==> config.mk <==
export PLATFORM = sky130hd
export DESIGN_NAME = sys_act
export DESIGN_NICKNAME = d
export VERILOG_FILES = /design/src/rtl/sys_act.sv
export SDC_FILE = /design/constraint.sdc
export NUM_CORES = 1
export LEC_CHECK = 0
export CAP_MARGIN = 0
export CORE_MARGIN = 1.5
export CORE_UTILIZATION = 43
export DETAILED_ROUTE_END_ITERATION = 10
export PLACE_DENSITY = 0.76
export SYNTH_ARGS = -nofsm -noshare
export SYNTH_HDL_FRONTEND = slang
export SYNTH_SLANG_ARGS = --single-unit
==> constraint.sdc <==
create_clock -name clk -period 3.45 [get_ports clk]
set_input_delay 0.69 -clock clk [delete_from_list [all_inputs] [get_ports clk]]
set_output_delay 0.69 -clock clk [all_outputs]
set_load 0.02 [all_outputs]
==> src/rtl/sys_act.sv <==
// Serial-to-parallel activation stage: bias add, ReLU, requantise and pack one frame per vector.
// Optional build macro ROUND_NEAREST_EN selects round-half-up instead of a truncating shift.
module sys_act #(
  parameter int unsigned BitSize     = 8,
  parameter int unsigned OutBitSize  = 4,
  parameter int unsigned NumOfNerves = 4,
  parameter int unsigned Shift       = 2,
  parameter int unsigned DepthOut    = 2
) (
  input  logic                                       clk,
  input  logic                                       res,
  input  logic                                       in_valid,
  input  logic                                       in_start,
  input  logic [BitSize-1:0]                         in_data,
  input  logic [NumOfNerves-1:0][BitSize-1:0]        bias,
  output logic                                       out_valid,
  output logic                                       out_start,
  output logic [NumOfNerves-1:0][OutBitSize-1:0]     out_data,
  output logic                                       frame_err
);

  localparam int unsigned IdxW = (NumOfNerves > 1) ? $clog2(NumOfNerves) : 1;
  localparam int unsigned CntW = (DepthOut > 1) ? $clog2(DepthOut) : 1;
  localparam logic [BitSize:0] OutMax = (BitSize + 1)'((1 << OutBitSize) - 1);
  localparam logic [IdxW-1:0]  LastIdx = IdxW'(NumOfNerves - 1);
  localparam logic [CntW-1:0]  LastCnt = CntW'(DepthOut - 1);
`ifdef ROUND_NEAREST_EN
  localparam logic [BitSize:0] RoundAdd = (Shift > 0) ? (BitSize + 1)'(1 << (Shift - 1)) : '0;
`endif

  typedef enum logic [0:0] {StIdle, StCollect} state_e;

  state_e                                  state_q, state_d;
  logic [IdxW-1:0]                         idx_q, idx_d;
  logic [CntW-1:0]                         cnt_q, cnt_d;
  logic [NumOfNerves-1:0][OutBitSize-1:0]  shadow_q, shadow_d;
  logic [NumOfNerves-1:0][OutBitSize-1:0]  out_data_q, out_data_d;
  logic                                    out_valid_q, out_valid_d;
  logic                                    out_start_q, out_start_d;
  logic                                    frame_err_q, frame_err_d;

  logic [IdxW-1:0]        elem_idx;
  logic [IdxW-1:0]        lane;
  logic signed [BitSize:0] sum;
  logic [BitSize:0]       relu;
  logic [BitSize:0]       rnd;
  logic [BitSize:0]       shifted;
  logic [OutBitSize-1:0]  lane_val;

  // Datapath for the element presented this cycle; a start always maps to element 0.
  always_comb begin
    elem_idx = (state_q == StIdle || in_start) ? '0 : idx_q;
    lane     = LastIdx - elem_idx;
    sum      = $signed({in_data[BitSize-1], in_data}) + $signed({bias[lane][BitSize-1], bias[lane]});
    relu     = sum[BitSize] ? '0 : $unsigned(sum);
`ifdef ROUND_NEAREST_EN
    rnd      = relu + RoundAdd;
`else
    rnd      = relu;
`endif
    shifted  = rnd >> Shift;
    lane_val = (shifted > OutMax) ? '1 : shifted[OutBitSize-1:0];
  end

  always_comb begin
    state_d     = state_q;
    idx_d       = idx_q;
    cnt_d       = cnt_q;
    shadow_d    = shadow_q;
    out_data_d  = out_data_q;
    out_valid_d = 1'b0;
    out_start_d = 1'b0;
    frame_err_d = 1'b0;
    if (in_valid) begin
      if (state_q == StIdle && !in_start) begin
        frame_err_d = 1'b1;
      end else begin
        if (state_q == StCollect && in_start) begin
          frame_err_d = 1'b1;
          cnt_d       = '0;
        end
        shadow_d[lane] = lane_val;
        if (elem_idx == LastIdx) begin
          out_data_d  = shadow_d;
          out_valid_d = 1'b1;
          out_start_d = (cnt_d == '0);
          cnt_d       = (cnt_d == LastCnt) ? '0 : cnt_d + 1'b1;
          state_d     = StIdle;
          idx_d       = '0;
        end else begin
          idx_d   = elem_idx + 1'b1;
          state_d = StCollect;
        end
      end
    end
  end

  always_ff @(posedge clk) begin
    if (res) begin
      state_q     <= StIdle;
      idx_q       <= '0;
      cnt_q       <= '0;
      shadow_q    <= '0;
      out_data_q  <= '0;
      out_valid_q <= 1'b0;
      out_start_q <= 1'b0;
      frame_err_q <= 1'b0;
    end else begin
      state_q     <= state_d;
      idx_q       <= idx_d;
      cnt_q       <= cnt_d;
      shadow_q    <= shadow_d;
      out_data_q  <= out_data_d;
      out_valid_q <= out_valid_d;
      out_start_q <= out_start_d;
      frame_err_q <= frame_err_d;
    end
  end

  assign out_valid = out_valid_q;
  assign out_start = out_start_q;
  assign out_data  = out_data_q;
  assign frame_err = frame_err_q;

endmodule

# == Yosys cells after proc, flatten, opt, wreduce, memory -nomap -nowiden ==
# Index checks and enable logic that the tools add are counted.
# word_totals
regBits,39
inputBits,44
out_inout_bits,19
word_cells,55
# classes
addsub,4
order_cmp,3
n_eq_ne,1
n_mux,18
bitwise,5
n_reduce_logical,10
# ops
operator,count
binary-select mux 8 bit (select 2 bit),1
bitwise mux 16 bit,1
2-to-1 mux 8 bit,2
adder 8 x 8 -> 9 bit,1
2-to-1 mux 1 bit,9
demux 4 bit (select 2 bit),1
2-to-1 mux 4 bit,2
greater-than comparator 6 x 4 -> 1 bit (second input constant),1
inverter 1 bit,5
2-to-1 mux 2 bit,2
OR reduction 4 bit,1
logical AND 1 bit,3
< comparator 2 x 3 -> 1 bit (second input constant),1
AND reduction 3 bit,1
OR reduction 3 bit,1
adder 2 x 1 -> 2 bit (second input constant),1
== test 2 bit (second input constant),1
>= comparator 2 x 1 -> 1 bit (second input constant),1
AND reduction 2 bit,1
OR reduction 2 bit,1
subtractor 2 bit (first input constant),1
adder 1 bit (second input constant),1
logical NOT 1 bit,1
logical OR 1 bit,1

# == Depth between registers and ports, before layout ==
# depth
ltp_word,11
mapped_depth,17
ltp_nobuf,15

# == Worst setup path before layout ==
# Ideal clock, no wire load.
# synth_path
kind,input -> register
from,input in_start
to,register out_data_q (netlist bit out_data[15])
setup_time_ns,0.121
arrival_time_ns,3.530
required_ns,3.329
setup_slack_ns,-0.201
stages,17
n_path_buf,2
path_cell_list,inv_1 -> ha_1 -> and2_1 -> clkbuf_1 -> clkinv_1 -> nand2_1 -> a31oi_1 -> ha_1 -> a21o_1 -> nand3_1 -> and2_1 -> a21boi_4 -> or3_1 -> a21oi_1 -> or3_1 -> buf_2 -> o21ai_1
# synth_via
elab_chain_cells,10
elab_cells_between_ends,20
cone_classes,add/sub: 2; order compare: 3; eq/ne: 1; mux: 8; bitwise: 1; reduce/logical: 5
# synth_lines
element,line,text
from (decl),13,"input logic in_start,"
logical OR 1 bit,52,elem_idx = (state_q == StIdle || in_start) ? '0 : idx_q;
2-to-1 mux 2 bit,52,
subtractor 2 bit,53,lane = LastIdx - elem_idx;
binary-select mux 8 bit (select 2 bit),54,"sum = $signed({in_data[BitSize-1], in_data}) + $signed({bias[lane][BitSize-1], bias[lane]});"
2-to-1 mux 8 bit (implied by the code),54,
adder 8 x 8 -> 9 bit,54,
2-to-1 mux 8 bit,55,relu = sum[BitSize] ? '0 : $unsigned(sum);
greater-than comparator 6 x 4 -> 1 bit,62,lane_val = (shifted > OutMax) ? '1 : shifted[OutBitSize-1:0];
2-to-1 mux 4 bit,62,
bitwise mux 16 bit,82,shadow_d[lane] = lane_val;
to (signal assigned),113,out_data_q <= out_data_d;
to (decl),37,"logic [NumOfNerves-1:0][OutBitSize-1:0] out_data_q, out_data_d;"
# Several ways; a longest one is shown, not always the timed one. The select of a mux whose other input is x is not followed.
# A chain may end at the register's enable or synchronous reset.

# == Worst setup path in the final report ==
# layout_path
from,input bias[9] in the netlist's numbering
to,register shadow_q[11] in the netlist's numbering
# layout_via
elab_chain_cells,7
# layout_lines
element,line,text
from (decl),15,"input logic [NumOfNerves-1:0][BitSize-1:0] bias,"
binary-select mux 8 bit (select 2 bit) (*),54,
2-to-1 mux 8 bit (implied by the code) (*),54,
adder 8 x 8 -> 9 bit (*),54,
2-to-1 mux 8 bit (*),55,
greater-than comparator 6 x 4 -> 1 bit,62,
2-to-1 mux 4 bit (*),62,
bitwise mux 16 bit (*),82,
to (signal assigned),112,shadow_q <= shadow_d;
to (decl),36,"logic [NumOfNerves-1:0][OutBitSize-1:0] shadow_q, shadow_d;"
# Every way passes the cells marked *; elsewhere a longest branch is shown, timed or not. The select of a mux whose other input is x is not followed.

==> impl_metrics.json <==
{
  "status": "complete, no violations",
  "tns_ns": 0,
  "finalHoldViolations": 0,
  "rsz0062_at_grt": "false",
  "area_growth_pct": 50.6,
  "crit_type": "input port to flop",
  "yosysWarningCount": 0,
  "dpl.cell_count": 426,
  "drc_errors": 0,
  "grt_pass1_vias": 2186,
  "ys.flop_type": "dfxtp_1",
  "syn-num-nets": 333,
  "crit_family": "simple AND/OR/NAND/NOR gates",
  "ff2ff_path_depth": 14,
  "combPwrFrac_pct": 31.1,
  "ios": 63,
  "hold_path_class": "flop to flop",
  "min_period_over_period_pct": 94.0,
  "cts_made_buffers": 5,
  "layout_commonest_cell": "clkdlybuf4s50_1",
  "clock_sinks": 35,
  "die_h_microns": 75.2,
  "num-nets-final": 428,
  "drive_gt1_share_pct": 22.4,
  "relSlewSlack_pct": 49.7,
  "clk_latency_ns": 0.28,
  "clk_pin_slew_ns": 0.07,
  "via_count": 2423,
  "clk_path_buf_depth": 2,
  "synth_edf_count": 0,
  "swShare_pct": 29.3,
  "crit_top_cell": "or3_4",
  "end_kind": "flop",
  "syn-instance-count": 275,
  "cap_violations": 0,
  "path_max_fanout": 7,
  "skew_ns": 0.00470,
  "worst-path-buf-inv": 1,
  "hpwlAfterDp_microns": 4670,
  "cts_root_buffer": "clkbuf_8",
  "synth_cell_type_count": 46,
  "seq_power_share_pct": 40.2,
  "cp.depth": 13,
  "place_area_sq_um": 3150,
  "synthArstFlopShare_pct": 0,
  "ys_seq_area_share_pct": 31.3,
  "ir_drop_uv": 175,
  "finalSetupViolCount": 0,
  "p_leak_nw": 1.33,
  "ys_ff_latch": 35,
  "whs_path_depth": 2,
  "synth.avg_cell_area_sq_um": 8.15,
  "routed_wl_microns": 6240,
  "avgViaCountPerCell": 5.51,
  "mostFrequentLayoutCells": "clkdlybuf4s50_1, buf_4, dfxtp_1",
  "power_density_nw_per_um2": 307,
  "cts-hold-fix-buffers": 0,
  "cts_tree": "yes",
  "fmax_mhz": 308,
  "layoutNonFillerInstCount": 440,
  "critical-path-max-stage-delay_ns": 0.44,
  "ant_nets": 0,
  "syn_area_sq_um": 2240,
  "dr.pass1.iters": 6,
  "grt_pass1_wl_microns": 10000,
  "htree_levels": 2,
  "crit_slowest_cell": "clkdlybuf4s50_1",
  "internal_power_mw": 0.733,
  "wl_per_cell_microns": 14.2,
  "die_x_microns": 75.2,
  "core_sq_um": 5070,
  "overflow": 0,
  "antenna_found_initial": 0,
  "switchingPower_mw": 0.304,
  "grt_use_total_pct": 22.8,
  "diodes": 0,
  "arrival_ns": 3.46,
  "clockPowerShare_pct": 28.7,
  "rows": 26,
  "start_util_pct": 44.2,
  "finalCriticalPeriod_ns": 3.24,
  "drtIter0Drc": 222,
  "gp_congestion": 0.855,
  "final-max-slew-violation-count": 0,
  "worstPathRequired_ns": 3.67,
  "worstPathCellList": "clkdlybuf4s50_1, nor2b_1, a211oi_1, a31oi_1, ha_2, and3b_2, a22oi_4, nand3_4, a21boi_4, or3_4, a21oi_1, or3_4, a21oi_2",
  "stdcell_area_sq_um": 3380,
  "grt_max_degree": 29,
  "die_area_sq_um": 5660,
  "crit_path_start_kind": "input port",
  "port_buffers": 62,
  "tightest_slew_ns": 0.754
}
-- layout make-up --
cell class                      instances  area (sq um)
Tap cell                               70          87.6
Multi-Input combinational cell        214          1520
Timing Repair Buffer                  104           935
Sequential cell                        35           701
Clock buffer                            6          82.6
Fill cell                             438          1700
Inverter                               10          42.5
Clock inverter                          1          5.00
-- what timing repair did --
action                     4_1_cts  5_1_grt
pin swaps                       11       15
hold endpoints to repair         0        0
cloned                           0        0
resized for setup               14       11
setup endpoints to repair       28       27
setup buffers                    4        3
-- sequential cells by signal (all words and copies together) (netlist names) --
| register | count |
|---|---|
| out_start | 1 |
| out_valid | 1 |
| shadow_q | 12 |
| cnt_q | 1 |
| out_data | 16 |
| idx_q | 2 |
| frame_err | 1 |
| state_q | 1 |
-- worst paths after layout --
kind | from | endpoint | slack, ns
min | shadow_q[8] | shadow_q[8] | 0.46
min reg2reg | shadow_q[8] | shadow_q[8] | 0.46
max reg2reg | state_q | shadow_q[11] | 0.36
max | bias[9] | shadow_q[11] | 0.21
-- power by group through the flow --
stage	Sequential (mW)	Clock [mW]	Combinational (mW)
global placement	0.425	0	0.288
detailed placement	0.425	0	0.296
CTS	0.416	0.306	0.312
global route	0.418	0.321	0.349
finish	0.417	0.297	0.322
floorplan	0.424	0	0.167
-- synth_stat cells (3+ instances only) --
| cell type | number | area share (%) |
|---|---|---|
| a211oi_1 | 8 | 2.7 |
| a21oi_1 | 18 | 4.0 |
| a31oi_1 | 20 | 5.6 |
| and2_1 | 6 | 1.7 |
| clkbuf_1 | 12 | 2.0 |
| dfxtp_1 | 35 | 31 |
| ha_1 | 14 | 7.8 |
| inv_1 | 9 | 1.5 |
| mux2i_1 | 3 | 1.3 |
| nand2_1 | 33 | 5.5 |
| nand3_1 | 16 | 3.6 |
| nor2_1 | 6 | 1.0 |
| nor2b_1 | 13 | 3.6 |
| nor4b_1 | 9 | 3.5 |
| o21ai_0 | 13 | 2.9 |
| o21ai_1 | 13 | 2.9 |
| o31ai_2 | 3 | 1.7 |
| or3_1 | 4 | 1.1 |
| xor2_1 | 3 | 1.2 |
-- worst min-delay path: cells and delay by family (launching register included) --
kind / cells / cell delay, ns
AOI/OAI and AO/OA: 1 / 0.05
and+or+nand+nor: 1 / 0.05
DFF: 1 / 0.31
-- stage by stage --
step | util [%] | worst slack [ns] | power, mW | hold slack (ns)
finish | 66.5 | 0.205 | 1.04 | 0.455
global route | 66.5 | 0.0360 | 1.09 | 0.476
CTS | 65.4 | 0.126 | 1.04 | 0.452
detailed placement | 62.0 | -0.524 | 0.721 | 0.442
global placement | 62.0 | -0.423 | 0.712 | 0.435
floorplan | - | 0.0592 | 0.592 | 0.427
-- metal layers --
| layer | vias up | wire [microns] | track usage, % |
|---|---|---|---|
| met5 | - | 0 | 0 |
| met4 | 0 | 82 | 5.75 |
| met3 | 13 | 298 | 4.15 |
| met2 | 70 | 3130 | 38.9 |
| met1 | 1133 | 2730 | 29.8 |
| li1 | 1207 | - | - |
-- logic make-up (layout without fill, tap and decap cells) --
kind of cell    after synthesis  count (layout)  share of synthesized area [%]
buf+inv                      26             121                           4.63
compound gates               92              92                           28.3
simple gates                102             102                           25.5
fa+ha+maj                    14              14                           7.81
mux                           3               3                           1.34
xor+xnor                      3               3                           1.17
flops                        35              35                           31.2
No activity file was read; power rests on OpenSTA's default activity.
